### src/rtl/router_modport.sv
// router_modport
// Destination-side output port of the 1x3 packet router, one instance per
// output channel. Bytes written by the router core are buffered in a FIFO
// together with a header marker, then handed to the downstream reader
// through a valid_out / read_enable handshake. If data sits unread for
// TIMEOUT cycles the block pulses soft_reset and flushes itself so the
// router can recover from an abandoned packet.
//
// Ports:
//   clock        system clock, all logic on the rising edge
//   resetn       asynchronous active-low reset
//   write_enb    write strobe from the router core
//   data_in      byte to store
//   lfd_state    marks data_in as a packet header byte
//   read_enable  read request from the destination
//   valid_out    FIFO non-empty
//   full         FIFO holds DEPTH entries
//   empty        FIFO holds zero entries
//   data_out     registered read data
//   soft_reset   one-cycle timeout pulse
module router_modport #(
  parameter int DEPTH   = 16,
  parameter int WIDTH   = 8,
  parameter int TIMEOUT = 30
) (
  input  logic             clock,
  input  logic             resetn,
  input  logic             write_enb,
  input  logic [WIDTH-1:0] data_in,
  input  logic             lfd_state,
  input  logic             read_enable,
  output logic             valid_out,
  output logic             full,
  output logic             empty,
  output logic [WIDTH-1:0] data_out,
  output logic             soft_reset
);

  localparam int AW = $clog2(DEPTH);
  localparam int PW = AW + 1;
  localparam int KW = WIDTH - 1;
  localparam int TW = $clog2(TIMEOUT + 1);

  // Each entry carries the header marker in its top bit.
  logic [WIDTH:0]   mem_q [DEPTH];

  logic [PW-1:0]    wr_ptr_q, wr_ptr_d;
  logic [PW-1:0]    rd_ptr_q, rd_ptr_d;
  logic [PW-1:0]    count_q, count_d;
  logic [KW-1:0]    pkt_q, pkt_d;
  logic [TW-1:0]    timer_q, timer_d;
  logic [WIDTH-1:0] data_out_q, data_out_d;
  logic             soft_reset_q, soft_reset_d;

  logic             wr_accept;
  logic             rd_accept;
  logic [WIDTH:0]   head;

  assign empty      = (count_q == '0);
  assign full       = (count_q == PW'(DEPTH));
  assign valid_out  = !empty;
  assign data_out   = data_out_q;
  assign soft_reset = soft_reset_q;

  // The flush edge wins over any transfer in flight, so neither side is
  // accepted while soft_reset is high.
  assign wr_accept = write_enb && !full && !soft_reset_q;
  assign rd_accept = read_enable && !empty && !soft_reset_q;
  assign head      = mem_q[rd_ptr_q[AW-1:0]];

  // Storage array; contents need no reset because count gates every read.
  always_ff @(posedge clock) begin
    if (wr_accept) begin
      mem_q[wr_ptr_q[AW-1:0]] <= {lfd_state, data_in};
    end
  end

  // Next-state logic for pointers, occupancy, packet tracking and timeout.
  always_comb begin
    wr_ptr_d     = wr_ptr_q;
    rd_ptr_d     = rd_ptr_q;
    count_d      = count_q;
    pkt_d        = pkt_q;
    timer_d      = timer_q;
    data_out_d   = data_out_q;
    soft_reset_d = 1'b0;

    if (soft_reset_q) begin
      wr_ptr_d   = '0;
      rd_ptr_d   = '0;
      count_d    = '0;
      pkt_d      = '0;
      timer_d    = '0;
      data_out_d = '0;
    end else begin
      if (wr_accept) begin
        wr_ptr_d = (wr_ptr_q == PW'(DEPTH - 1)) ? '0 : wr_ptr_q + PW'(1);
      end
      if (rd_accept) begin
        rd_ptr_d = (rd_ptr_q == PW'(DEPTH - 1)) ? '0 : rd_ptr_q + PW'(1);
      end

      case ({wr_accept, rd_accept})
        2'b10:   count_d = count_q + PW'(1);
        2'b01:   count_d = count_q - PW'(1);
        default: count_d = count_q;
      endcase

      // A header byte reloads the remaining-byte count (payload + parity);
      // once a packet is fully drained and the FIFO is empty, data_out idles at 0.
      if (rd_accept) begin
        data_out_d = head[WIDTH-1:0];
        if (head[WIDTH]) begin
          pkt_d = KW'(head[WIDTH-1:2]) + KW'(1);
        end else if (pkt_q != '0) begin
          pkt_d = pkt_q - KW'(1);
        end
      end else if (empty && (pkt_q == '0)) begin
        data_out_d = '0;
      end

      // Idle-read counter saturates so it never wraps back into a second pulse.
      if (read_enable || empty) begin
        timer_d = '0;
      end else if (timer_q != TW'(TIMEOUT)) begin
        timer_d = timer_q + TW'(1);
      end

      soft_reset_d = (timer_q == TW'(TIMEOUT - 1)) && !read_enable && !empty;
    end
  end

  // State registers.
  always_ff @(posedge clock or negedge resetn) begin
    if (!resetn) begin
      wr_ptr_q     <= '0;
      rd_ptr_q     <= '0;
      count_q      <= '0;
      pkt_q        <= '0;
      timer_q      <= '0;
      data_out_q   <= '0;
      soft_reset_q <= 1'b0;
    end else begin
      wr_ptr_q     <= wr_ptr_d;
      rd_ptr_q     <= rd_ptr_d;
      count_q      <= count_d;
      pkt_q        <= pkt_d;
      timer_q      <= timer_d;
      data_out_q   <= data_out_d;
      soft_reset_q <= soft_reset_d;
    end
  end

endmodule

### config.mk
export PLATFORM = sky130hd
export DESIGN_NAME = router_modport
export DESIGN_NICKNAME = d
export VERILOG_FILES = /design/src/rtl/router_modport.sv
export SDC_FILE = /design/constraint.sdc
export NUM_CORES = 1
export LEC_CHECK = 0
export BUFFER_PORTS_ARGS = -buffer_cell sky130_fd_sc_hd__clkbuf_2
export CAP_MARGIN = 15
export CORE_ASPECT_RATIO = 0.9
export CORE_MARGIN = 2
export CORE_UTILIZATION = 30
export CTS_CLUSTER_DIAMETER = 200
export CTS_CLUSTER_SIZE = 12
export DETAILED_ROUTE_END_ITERATION = 7
export HOLD_SLACK_MARGIN = 0.1
export PLACE_DENSITY_LB_ADDON = 0.15
export SLEW_MARGIN = 25
export SYNTH_ARGS = -nofsm -noshare
export SYNTH_HDL_FRONTEND = slang
export SYNTH_SLANG_ARGS = --single-unit
### constraint.sdc
create_clock -name clock -period 2.7 [get_ports clock]
set_input_delay 0.54 -clock clock [delete_from_list [all_inputs] [get_ports clock]]
set_output_delay 0.54 -clock clock [all_outputs]
set_load 0.05 [all_outputs]
==> impl_metrics.csv <==
group,metric,value,unit
pwr,p_sw,3.35,mW
timing,max_freq,383,MHz
timing,finalHoldViolCount,0,
floorplanning,start_util,0.306,
logic_synthesis,synth.mux.area_fraction,0.126,
timing,period_share,0.967,
grt,gr-total-overflow,0,
timing,finalClockSkew,0.00924,ns
placed_design,gp_congestion,0.756,
worst_setup_path,cp-end-kind,"register",
pwr,finalPower,9.55,mW
grt,grt_pass1_vias,4443,
drt,detail_route.vias_per_cell,4.78,
layout,multi_input_area,2370,µm²
cts,numCtsBuffers,17,
placed_design,dp_hpwl,12000,µm
pwr,p_int,6.20,mW
timing,setup_violations,0,
pwr,p_leak,3.18,nW
grt,grt_pass1_wl,26700,µm
drt,final_antenna_net_count,0,
drt,dr.pass1.iters,5,
pwr,p_comb_frac,0.367,
logic_synthesis,synthSimpleGateAreaFrac,0.0758,
logic_synthesis,ys_ff_latch,180,
drt,vias,4274,
layout,syn2layout_area_growth,16.5,%
cts,clk_latency,0.43,ns
logic_synthesis,yosys_warnings,0,
logic_synthesis,synth_xor_area_frac,0.0170,
cts,cts_tree,"yes",
logic_synthesis,synth_cell_type_count,53,
worst_setup_path,reg2reg_depth,11,
logic_synthesis,synth_edf_count,144,
floorplanning,die_h,156,µm
worst_setup_path,slowest_delay,0.58,ns
worst_setup_path,cp.required,3.01,ns
pwr,seqPwrFrac,0.391,
layout,layout_commonest_cell,"edfxtp_1",
floorplanning,die-area,27100,µm²
cts,h-tree-depth,4,
timing,rsz0062_at_grt,"yes",
floorplanning,core.rowCount,55,
layout,final_nets,566,
worst_setup_path,critPathMostFrequentCell,"nor2_1",
logic_synthesis,synthAdderAreaFrac,0.0210,
timing,final.setup.tns,0,ns
logic_synthesis,synth_ff_type,"edfxtp_1",
logic_synthesis,avgSynthCellArea,15.8,µm²
cts,cts_buffer_depth,2,
pwr,swShare,0.351,
drt,drcViolationCount,0,
layout,fillers,2407,
cts,cts_root_buf,"clkbuf_16",
worst_hold_path,hold_class,"in -> async",
timing,slew_violations,0,
drt,wl_per_cell,19.1,µm
worst_setup_path,cp.depth,11,
cts,clkTransAtPathRegs,0.07,ns
worst_setup_path,worst-path-buf-inv,2,
worst_setup_path,crit_type,"reg -> reg",
worst_setup_path,critPathTopFamily,"simple AND/OR/NAND/NOR gates",
logic_synthesis,synth_top_family_by_area,"multiplexers",
layout,layout_common_cells,"edfxtp_1 (144), nor2_1 (42), dfrtp_1 (35)",
floorplanning,die_x,173,µm
layout,seq_area,5230,µm²
worst_setup_path,crit_slowest_cell,"or4_4",
logic_synthesis,syn_area,7730,µm²
worst_setup_path,cp_max_fo,4,
worst_setup_path,worstPathArrival,2.92,ns
logic_synthesis,ys_seq_area_frac,0.676,
logic_synthesis,ys_async_sr_fraction,0.200,
grt,grt_max_degree,37,
worst_setup_path,path_cells,"or4_4 > o211a_4 > nand2_4 > buf_4 > inv_1 > ha_1 > nor2_1 > a221oi_2 > mux2i_1 > xnor2_1 > nor2_1",
drt,first_iter_violations,329,
logic_synthesis,synth_nets,514,
cts,cts-hold-fix-buffers,0,
drt,wl,17100,µm
floorplanning,fp.coreArea,25300,µm²
run,maxCapViolations,0,
pwr,power-per-cell-area,1060,nW/µm²
logic_synthesis,synth-compound-area-share,0.0609,
cts,cts_sinks,180,
layout,antennaDiodeCount,0,
pwr,clockPowerShare,0.242,
grt,track_usage,0.133,
layout,drive_gt1_frac,0.262,
pwr,vdd_drop_max,0.000471,V
grt,antenna_found_initial,0,
logic_synthesis,syn_inst,488,
timing,slew_headroom,0.350,
timing,worst_pin_slew,0.972,ns
worst_setup_path,start_kind,"register",
floorplanning,io_pins,25,
placed_design,port_buffers,24,
timing,min_period,2.61,ns
status,outcome,"finished, final reports clean",
[layout make-up]
type | instances | share of cell area
clock buffer | 20 | 0.0485
sequential | 180 | 0.580
clock inverter | 12 | 0.0118
timing repair buffer | 54 | 0.0425
tap | 342 | 0.0475
multi-input combinational | 273 | 0.263
inverter | 14 | 0.00584
[sequential cells by signal (all words and copies together), names as in the netlist]
signal / flops
pkt_q: 7
mem_q: 144
data_out: 8
timer_q: 5
wr_ptr_q: 5
rd_ptr_q: 5
soft_reset: 1
count_q: 5
[final timing paths]
kind	slack [ns]	from	endpoint
max	0.09	count_q[1]$_DFFE_PN0P_	count_q[4]$_DFFE_PN0P_
min	0.14	resetn	soft_reset$_DFF_PN0_
max reg2reg	0.09	count_q[1]$_DFFE_PN0P_	count_q[4]$_DFFE_PN0P_
min reg2reg	0.50	data_out[4]$_DFFE_PN0P_	data_out[4]$_DFFE_PN0P_
max in group asynchronous	2.19	resetn	rd_ptr_q[0]$_DFFE_PN0P_
min in group clock	0.50	data_out[4]$_DFFE_PN0P_	data_out[4]$_DFFE_PN0P_
[power groups by stage]
stage	Sequential (mW)	Combinational (mW)	Clock [mW]
floorplan	3.86	2.30	0
global placement	3.77	3.47	0
detailed placement	3.78	3.50	0
CTS	3.73	3.51	2.37
global route	3.79	3.83	2.47
finish	3.73	3.51	2.31
[cell usage after synthesis (2+ instances only)]
cell type	n	area (µm²)
buf_4	2	15.0
o211a_1	2	20.0
nand2b_1	4	25.0
a21o_1	2	15.0
nor4_1	4	25.0
o22ai_1	5	31.3
a221oi_1	2	17.5
buf_1	3	11.3
mux2i_1	15	150
o311a_1	2	20.0
clkbuf_1	7	26.3
and3_1	3	18.8
edfxtp_1	144	4320
o21ai_1	3	15.0
mux2_2	9	101
a22o_1	7	61.3
nor2b_1	6	37.5
inv_1	14	52.6
nand3_1	11	55.1
a21oi_1	11	55.1
ha_1	13	163
a22oi_1	5	37.5
nor3_1	9	45.0
o21ai_2	2	17.5
a211oi_1	3	22.5
dfrtp_1	36	901
buf_6	5	56.3
buf_2	4	20.0
nand4_1	3	18.8
xnor2_1	9	78.8
mux4_2	32	721
xor2_1	6	52.6
nor2_1	48	180
o21ai_0	11	55.1
nand2_1	28	105
[kinds of logic (layout without fill, tap and decap cells)]
logic type,count (synthesis),count (layout)
AOI/OAI and AO/OA,64,64
muxes,56,56
adders and majority gates,13,13
buffers and inverters,35,100
xor gates and xnor gates,15,15
DFF,180,180
and+or+nand+nor,125,125
[worst reg2reg max path: stages (launching register included)]
cell	delay, ns
dfrtp_1	0.38
or4_4	0.58
o211a_4	0.29
nand2_4	0.08
buf_4	0.13
inv_1	0.04
ha_1	0.30
nor2_1	0.06
a221oi_2	0.19
mux2i_1	0.25
xnor2_1	0.14
nor2_1	0.05
[metal layers]
layer,part of all wire,track usage,vias to the layer above
met3,0.042,0.0277,14
met2,0.47,0.210,101
met5,0,0,-
met4,0.012,0.0444,0
li1,-,-,1978
met1,0.47,0.182,2181
[timing repair]
action | in CTS | in global routing
endpoints found under the hold margin | 0 | 0
setup endpoints to repair | 0 | 2
setup buffers | 0 | 3
gates resized for setup | 0 | 5
[stage by stage]
stage,instance area (µm²),util,hold slack [ns],setup WS (ns),std cells
after floorplan,7730,-,0.244,0.0291,488
after global placement,8390,0.332,0.483,0.0521,860
after detailed placement,8400,0.333,0.481,0.0386,860
after CTS,8940,0.354,0.163,0.0139,892
after global routing,9000,0.357,0.177,-0.0469,895
final,9000,0.357,0.143,0.0888,895
No activity file was read; power rests on OpenSTA's default activity.
